## src/rtl/simpleuart_fifo.sv

```systemverilog
// simpleuart_fifo: TX and RX byte queues between the CPU data register and
// simpleuart. TX drains into simpleuart, honouring its reg_dat_wait stall.
// RX empties simpleuart's single-byte buffer as soon as a byte lands.
// A status word reports the queue counts, the RX drop count and the flags.
module simpleuart_fifo #(
  parameter int DEPTH_LOG2 = 4
) (
  input  logic        clk,
  input  logic        resetn,
  input  logic        cpu_dat_we,
  input  logic [31:0] cpu_dat_di,
  output logic        cpu_dat_wait,
  input  logic        cpu_dat_re,
  output logic [31:0] cpu_dat_do,
  output logic [31:0] cpu_stat_do,
  output logic        uart_dat_we,
  output logic [31:0] uart_dat_di,
  input  logic        uart_dat_wait,
  output logic        uart_dat_re,
  input  logic [31:0] uart_dat_do
);

  localparam int DEPTH = 1 << DEPTH_LOG2;
  localparam logic [DEPTH_LOG2:0]   FULL_COUNT = {1'b1, {DEPTH_LOG2{1'b0}}};
  localparam logic [DEPTH_LOG2:0]   CNT_ONE    = 1;
  localparam logic [DEPTH_LOG2-1:0] PTR_ONE    = 1;
  localparam logic [31:0]           NO_BYTE    = 32'hffff_ffff;

  // Queue storage and bookkeeping
  logic [7:0]            r_tx_mem [DEPTH];
  logic [7:0]            r_rx_mem [DEPTH];
  logic [DEPTH_LOG2-1:0] r_tx_wr, r_tx_rd, r_rx_wr, r_rx_rd;
  logic [DEPTH_LOG2:0]   r_tx_count, r_rx_count;
  logic [7:0]            r_rx_drop;

  logic w_tx_full, w_tx_empty, w_rx_full, w_rx_empty;
  logic w_tx_push, w_tx_pop, w_rx_valid, w_rx_push, w_rx_drop, w_rx_pop;
  logic w_unused_bits;

  // Flags come from the pre-edge counts, so a same-cycle pop never frees a
  // slot for a push when full, and a same-cycle push never feeds a pop when empty.
  assign w_tx_full  = (r_tx_count == FULL_COUNT);
  assign w_tx_empty = (r_tx_count == '0);
  assign w_rx_full  = (r_rx_count == FULL_COUNT);
  assign w_rx_empty = (r_rx_count == '0);

  assign w_tx_push  = cpu_dat_we && !w_tx_full;
  assign w_tx_pop   = !w_tx_empty && !uart_dat_wait;  // simpleuart's accept condition
  assign w_rx_valid = (uart_dat_do != NO_BYTE);
  assign w_rx_push  = w_rx_valid && !w_rx_full;
  assign w_rx_drop  = w_rx_valid && w_rx_full;
  assign w_rx_pop   = cpu_dat_re && !w_rx_empty;

  // Bus-side outputs: only the stall and the UART read strobe depend on inputs.
  assign cpu_dat_wait = cpu_dat_we && w_tx_full;
  assign cpu_dat_do   = w_rx_empty ? NO_BYTE : {24'h0, r_rx_mem[r_rx_rd]};
  assign cpu_stat_do  = {6'h0, w_rx_empty, w_tx_full, r_rx_drop,
                         8'(r_rx_count), 8'(r_tx_count)};
  // The head slot holds stale data when empty; mask it so the bus reads zero.
  assign uart_dat_we  = !w_tx_empty;
  assign uart_dat_di  = w_tx_empty ? 32'h0 : {24'h0, r_tx_mem[r_tx_rd]};
  assign uart_dat_re  = resetn && w_rx_valid;

  assign w_unused_bits = ^cpu_dat_di[31:8];

  // Data storage writes; pointers alone decide which entries are live.
  // NOTE: the byte arrays carry no reset -- clearing pointers and counts is
  // enough to discard contents, and a resettable array cannot map onto RAM.
  always_ff @(posedge clk) begin
    if (w_tx_push) r_tx_mem[r_tx_wr] <= cpu_dat_di[7:0];
    if (w_rx_push) r_rx_mem[r_rx_wr] <= uart_dat_do[7:0];
  end

  // TX pointers and count: CPU pushes at the tail, simpleuart pops the head.
  // NOTE: state uses non-blocking assignments so every block sees pre-edge values.
  always_ff @(posedge clk) begin
    if (!resetn) begin
      r_tx_wr    <= '0;
      r_tx_rd    <= '0;
      r_tx_count <= '0;
    end else begin
      if (w_tx_push) r_tx_wr <= r_tx_wr + PTR_ONE;
      if (w_tx_pop)  r_tx_rd <= r_tx_rd + PTR_ONE;
      case ({w_tx_push, w_tx_pop})
        2'b10:   r_tx_count <= r_tx_count + CNT_ONE;
        2'b01:   r_tx_count <= r_tx_count - CNT_ONE;
        default: r_tx_count <= r_tx_count;
      endcase
    end
  end

  // RX pointers, count and saturating drop counter: simpleuart pushes, CPU pops.
  always_ff @(posedge clk) begin
    if (!resetn) begin
      r_rx_wr    <= '0;
      r_rx_rd    <= '0;
      r_rx_count <= '0;
      r_rx_drop  <= '0;
    end else begin
      if (w_rx_push) r_rx_wr <= r_rx_wr + PTR_ONE;
      if (w_rx_pop)  r_rx_rd <= r_rx_rd + PTR_ONE;
      case ({w_rx_push, w_rx_pop})
        2'b10:   r_rx_count <= r_rx_count + CNT_ONE;
        2'b01:   r_rx_count <= r_rx_count - CNT_ONE;
        default: r_rx_count <= r_rx_count;
      endcase
      if (w_rx_drop && (r_rx_drop != 8'hff)) r_rx_drop <= r_rx_drop + 8'd1;
    end
  end

endmodule

```

## config.mk

```make
export PLATFORM = sky130hd
export DESIGN_NAME = simpleuart_fifo
export DESIGN_NICKNAME = d
export VERILOG_FILES = /design/src/rtl/simpleuart_fifo.sv
export SDC_FILE = /design/constraint.sdc
export NUM_CORES = 1
export LEC_CHECK = 0
export ABC_AREA = 1
export ABC_CLOCK_PERIOD_IN_PS = 5600
export BUFFER_PORTS_ARGS = -buffer_cell sky130_fd_sc_hd__buf_4
export CAP_MARGIN = 20
export CORE_MARGIN = 1.5
export CORE_UTILIZATION = 55
export CTS_CLUSTER_DIAMETER = 40
export DETAILED_ROUTE_END_ITERATION = 12
export GPL_ROUTABILITY_DRIVEN = 0
export GPL_TIMING_DRIVEN = 0
export PLACE_DENSITY = 0.84
export SETUP_SLACK_MARGIN = 0.15
export SYNTH_ARGS = -nofsm -noshare
export SYNTH_HDL_FRONTEND = slang
export SYNTH_SLANG_ARGS = --single-unit
```

## constraint.sdc

```tcl
create_clock -name clk -period 5.6 [get_ports clk]
set_input_delay 0.28 -clock clk [delete_from_list [all_inputs] [get_ports clk]]
set_output_delay 0.28 -clock clk [all_outputs]
set_load 0.005 [all_outputs]
```

==> results.py <==
metrics = {
    "placement": {
        "hpwl_um": 20150,
        "port_buffers": 107,
    },
    "logic_synthesis": {
        "syn_avg_cell_area_um2": 10.93,
        "yosys_most_used_dff": "edfxtp_1",
        "synthArstFlopShare": 0,
        "yosys_warnings": 0,
        "syn_area_um2": 13250,
        "synth_cell_types": 37,
        "synthCells": 1212,
        "yosys.area.top_type": "edfxtp_1",
        "synth_edf_count": 256,
        "synth-seq-area-share": 0.6439,
        "ys_seq_elements": 298,
        "synth_top_area_frac": 0.5804,
        "synthTopCellsByArea": "edfxtp_1 (58%), dfxtp_1 (6.3%), nand2_1 (6.1%)",
        "yosysMostFrequentCell": "edfxtp_1",
        "synth_common_cells": "edfxtp_1 (256), nand2_1 (215), nor2_1 (172)",
    },
    "drt": {
        "dr.pass1.iters": 7,
        "vias_per_cell": 5.587,
        "route.detailed.wl_per_inst_um": 17.82,
        "drt-initial-drc-count": 1066,
        "postRouteWirelength_um": 31030,
        "vias": 9727,
        "route.detailed.drc": 0,
        "ant_nets": 0,
    },
    "worst_setup_path": {
        "cp-startpoint": "r_rx_count[2]",
        "critical_path.max_stage_delay_ns": 0.36,
        "r2r_start": "r_rx_count[2]",
        "timing.rr.end": "r_rx_count[4]",
        "reg2regPathDepth": 14,
        "path_max_fanout": 10,
        "cp_common_cell": "nand2_1",
        "worstPathRequired_ns": 6.01,
        "cp_cell_sequence": "inv_1, nand4_4, nand2_2, inv_2, ha_1, xor2_1, ha_1, a21o_1, nand3_1, nand2_1, nand2_1, nand2_1, o21ai_1, inv_1",
        "reg2reg_slack_ns": 3.04,
        "startpoint_type": "flip-flop",
        "endpoint_kind": "flip-flop",
        "worstSetupPathType": "reg -> reg",
        "critPathArrivalTime_ns": 2.96,
        "critPathSlowestCell": "dfxtp_1",
        "crit_end": "r_rx_count[4]",
    },
    "clocking": {
        "clk_latency_ns": 0.53,
        "cts_resized": 0,
        "cts_max_path_buffers": 3,
        "cts-hold-fix-buffers": 0,
        "cts_sinks": 298,
        "clk_pin_slew_worst_paths_ns": 0.06,
        "postCtsSetupRepairBufs": 0,
        "cts_tree": "done",
        "cts_buffers": 38,
        "h-tree-depth": 2,
        "cts_root_buf": "clkbuf_16",
    },
    "floorplan": {
        "fp-row-count": 56,
        "dieArea_um2": 25020,
        "core_um2": 23540,
        "die_h_um": 158.2,
        "fp.dieW_um": 158.2,
        "ios": 168,
        "initial_core_util": 0.5626,
    },
    "sta": {
        "finClkSkew_ns": 0.01971,
        "maxSlewHeadroom": 0.4029,
        "final_hold_viol_count": 0,
        "max_clock_freq_ghz": 0.3914,
        "setup_viol": 0,
        "layout_worst_path_cycle_share": 0.4563,
        "rsz0062_at_grt": "no",
        "tightest_slew_ns": 0.8923,
        "min_period_ns": 2.555,
        "whs_ns": 0.07562,
        "slew_violations": 0,
        "fin_tns_setup_ns": 0,
    },
    "final_layout": {
        "synthToLayoutAreaGrowth_pct": 19.14,
        "final_net_count": 1483,
        "drive_above_1_share": 0.2117,
        "diodes": 0,
    },
    "global_routing": {
        "antenna_found_initial": 0,
        "grt_pass1_vias": 9074,
        "grt_use_total": 0.2465,
        "grt_pass1_wl_um": 46500,
        "grt_max_degree": 26,
        "grt_overflow_total": 0,
    },
    "pwr": {
        "max-vdd-ir-drop_mv": 0.3979,
        "p_per_area_nw_per_um2": 478.0,
        "leakage_nw": 6.212,
    },
    "hold_path": {
        "hold_path.class": "in -> reg",
    },
    "status": {
        "status": "complete, no violations",
    },
    "job": {
        "max_cap_viol_count": 0,
    },
}
## worst max-delay path, delay by kind of cell, from the launching register on
family                     cells  cell delay (ns)
AOI/OAI and AO/OA              2             0.31
xor gates and xnor gates       1             0.20
adders and majority gates      2             0.49
buffers and inverters          3             0.34
DFF                            1             0.36
and+or+nand+nor                6             0.75
## sequential cells by signal (all words and copies together), names as in the netlist, named ones only
name	cells
r_rx_drop	8
r_rx_count	5
r_tx_rd	4
r_tx_count	5
r_tx_wr	4
r_rx_wr	4
r_tx_mem	128
r_rx_mem	128
r_rx_rd	4
## worst min path at each step
| stage | cells past startpoint | end | slack (ns) | start |
|---|---|---|---|---|
| 6_report | 3 | r_tx_rd[0] | 0.08 | resetn |
| 5_1_grt | 3 | flip-flop | 0.07 | resetn |
| 4_1_cts | 1 | r_tx_mem[0][2] | 0.07 | cpu_dat_di[2] |
| 3_5_place_dp | 2 | r_tx_rd[2] | 0.47 | r_tx_rd[2] |
| 3_3_place_gp | 2 | r_rx_rd[2] | 0.47 | r_rx_rd[2] |
| 2_1_floorplan | 0 | r_rx_mem[0][0] | 0.38 | uart_dat_do[0] |
## logic make-up after synthesis
kind of cell / after synthesis / synth area share
flip-flops: 298 / 0.6439
buffers and inverters: 170 / 0.07841
XOR/XNOR: 13 / 0.008596
AO/OA/AOI/OAI: 160 / 0.06896
other: 1 / 0.0002831
adder cells (fa/ha/maj): 20 / 0.01946
AND/OR/NAND/NOR: 550 / 0.1804
## final cells by class
type	instances	area (µm²)
sequential	298	8528
fill	1634	7762
multi-input combinational	779	3810
clock buffer	44	994.7
buffer	113	817.0
timing repair buffer	107	803.3
tap	319	399.1
inverter	57	221.5
clock inverter	24	206.4
## metal layers
| metal | up-vias | wire [µm] | global-route usage |
|---|---|---|---|
| met4 | 0 | 1172 | 0.1202 |
| met5 | - | 0 | 0 |
| li1 | 4473 | - | - |
| met1 | 4515 | 11810 | 0.3227 |
| met2 | 633 | 14540 | 0.3955 |
| met3 | 106 | 3510 | 0.04845 |
## where the power goes
group / internal [mW] / leakage (nW) / switching (mW)
clock network: 1.32 / 0.585 / 0.977
logic: 1.12 / 2.96 / 1.41
registers: 2.60 / 2.66 / 0.117
## cells in the final DEF (no fill, tap or decap), types with 10 or more instances in the layout
cell type / count
ha_1: 19
dfxtp_1: 42
a21oi_1: 37
conb_1: 36
buf_2: 24
nand3_1: 142
inv_6: 10
nor2_1: 172
buf_6: 13
edfxtp_1: 256
xor2_1: 10
inv_1: 47
o21ai_0: 74
o211ai_1: 32
nand2_1: 215
clkbuf_16: 39
buf_4: 177
## stage by stage
step / utilization / instance area (µm²) / setup slack, ns / power, mW / std cells
3_3_place_gp: 0.6193 / 14580 / 3.082 / 5.151 / 1673
3_5_place_dp: 0.6193 / 14580 / 2.995 / 5.242 / 1673
5_1_grt: 0.6703 / 15780 / 2.898 / 7.857 / 1741
6_report: 0.6703 / 15780 / 3.045 / 7.543 / 1741
4_1_cts: 0.6703 / 15780 / 3.021 / 7.524 / 1741
2_1_floorplan: - / 13380 / 3.456 / 4.265 / 1247
Note: power is estimated with default switching activity, not from simulation.
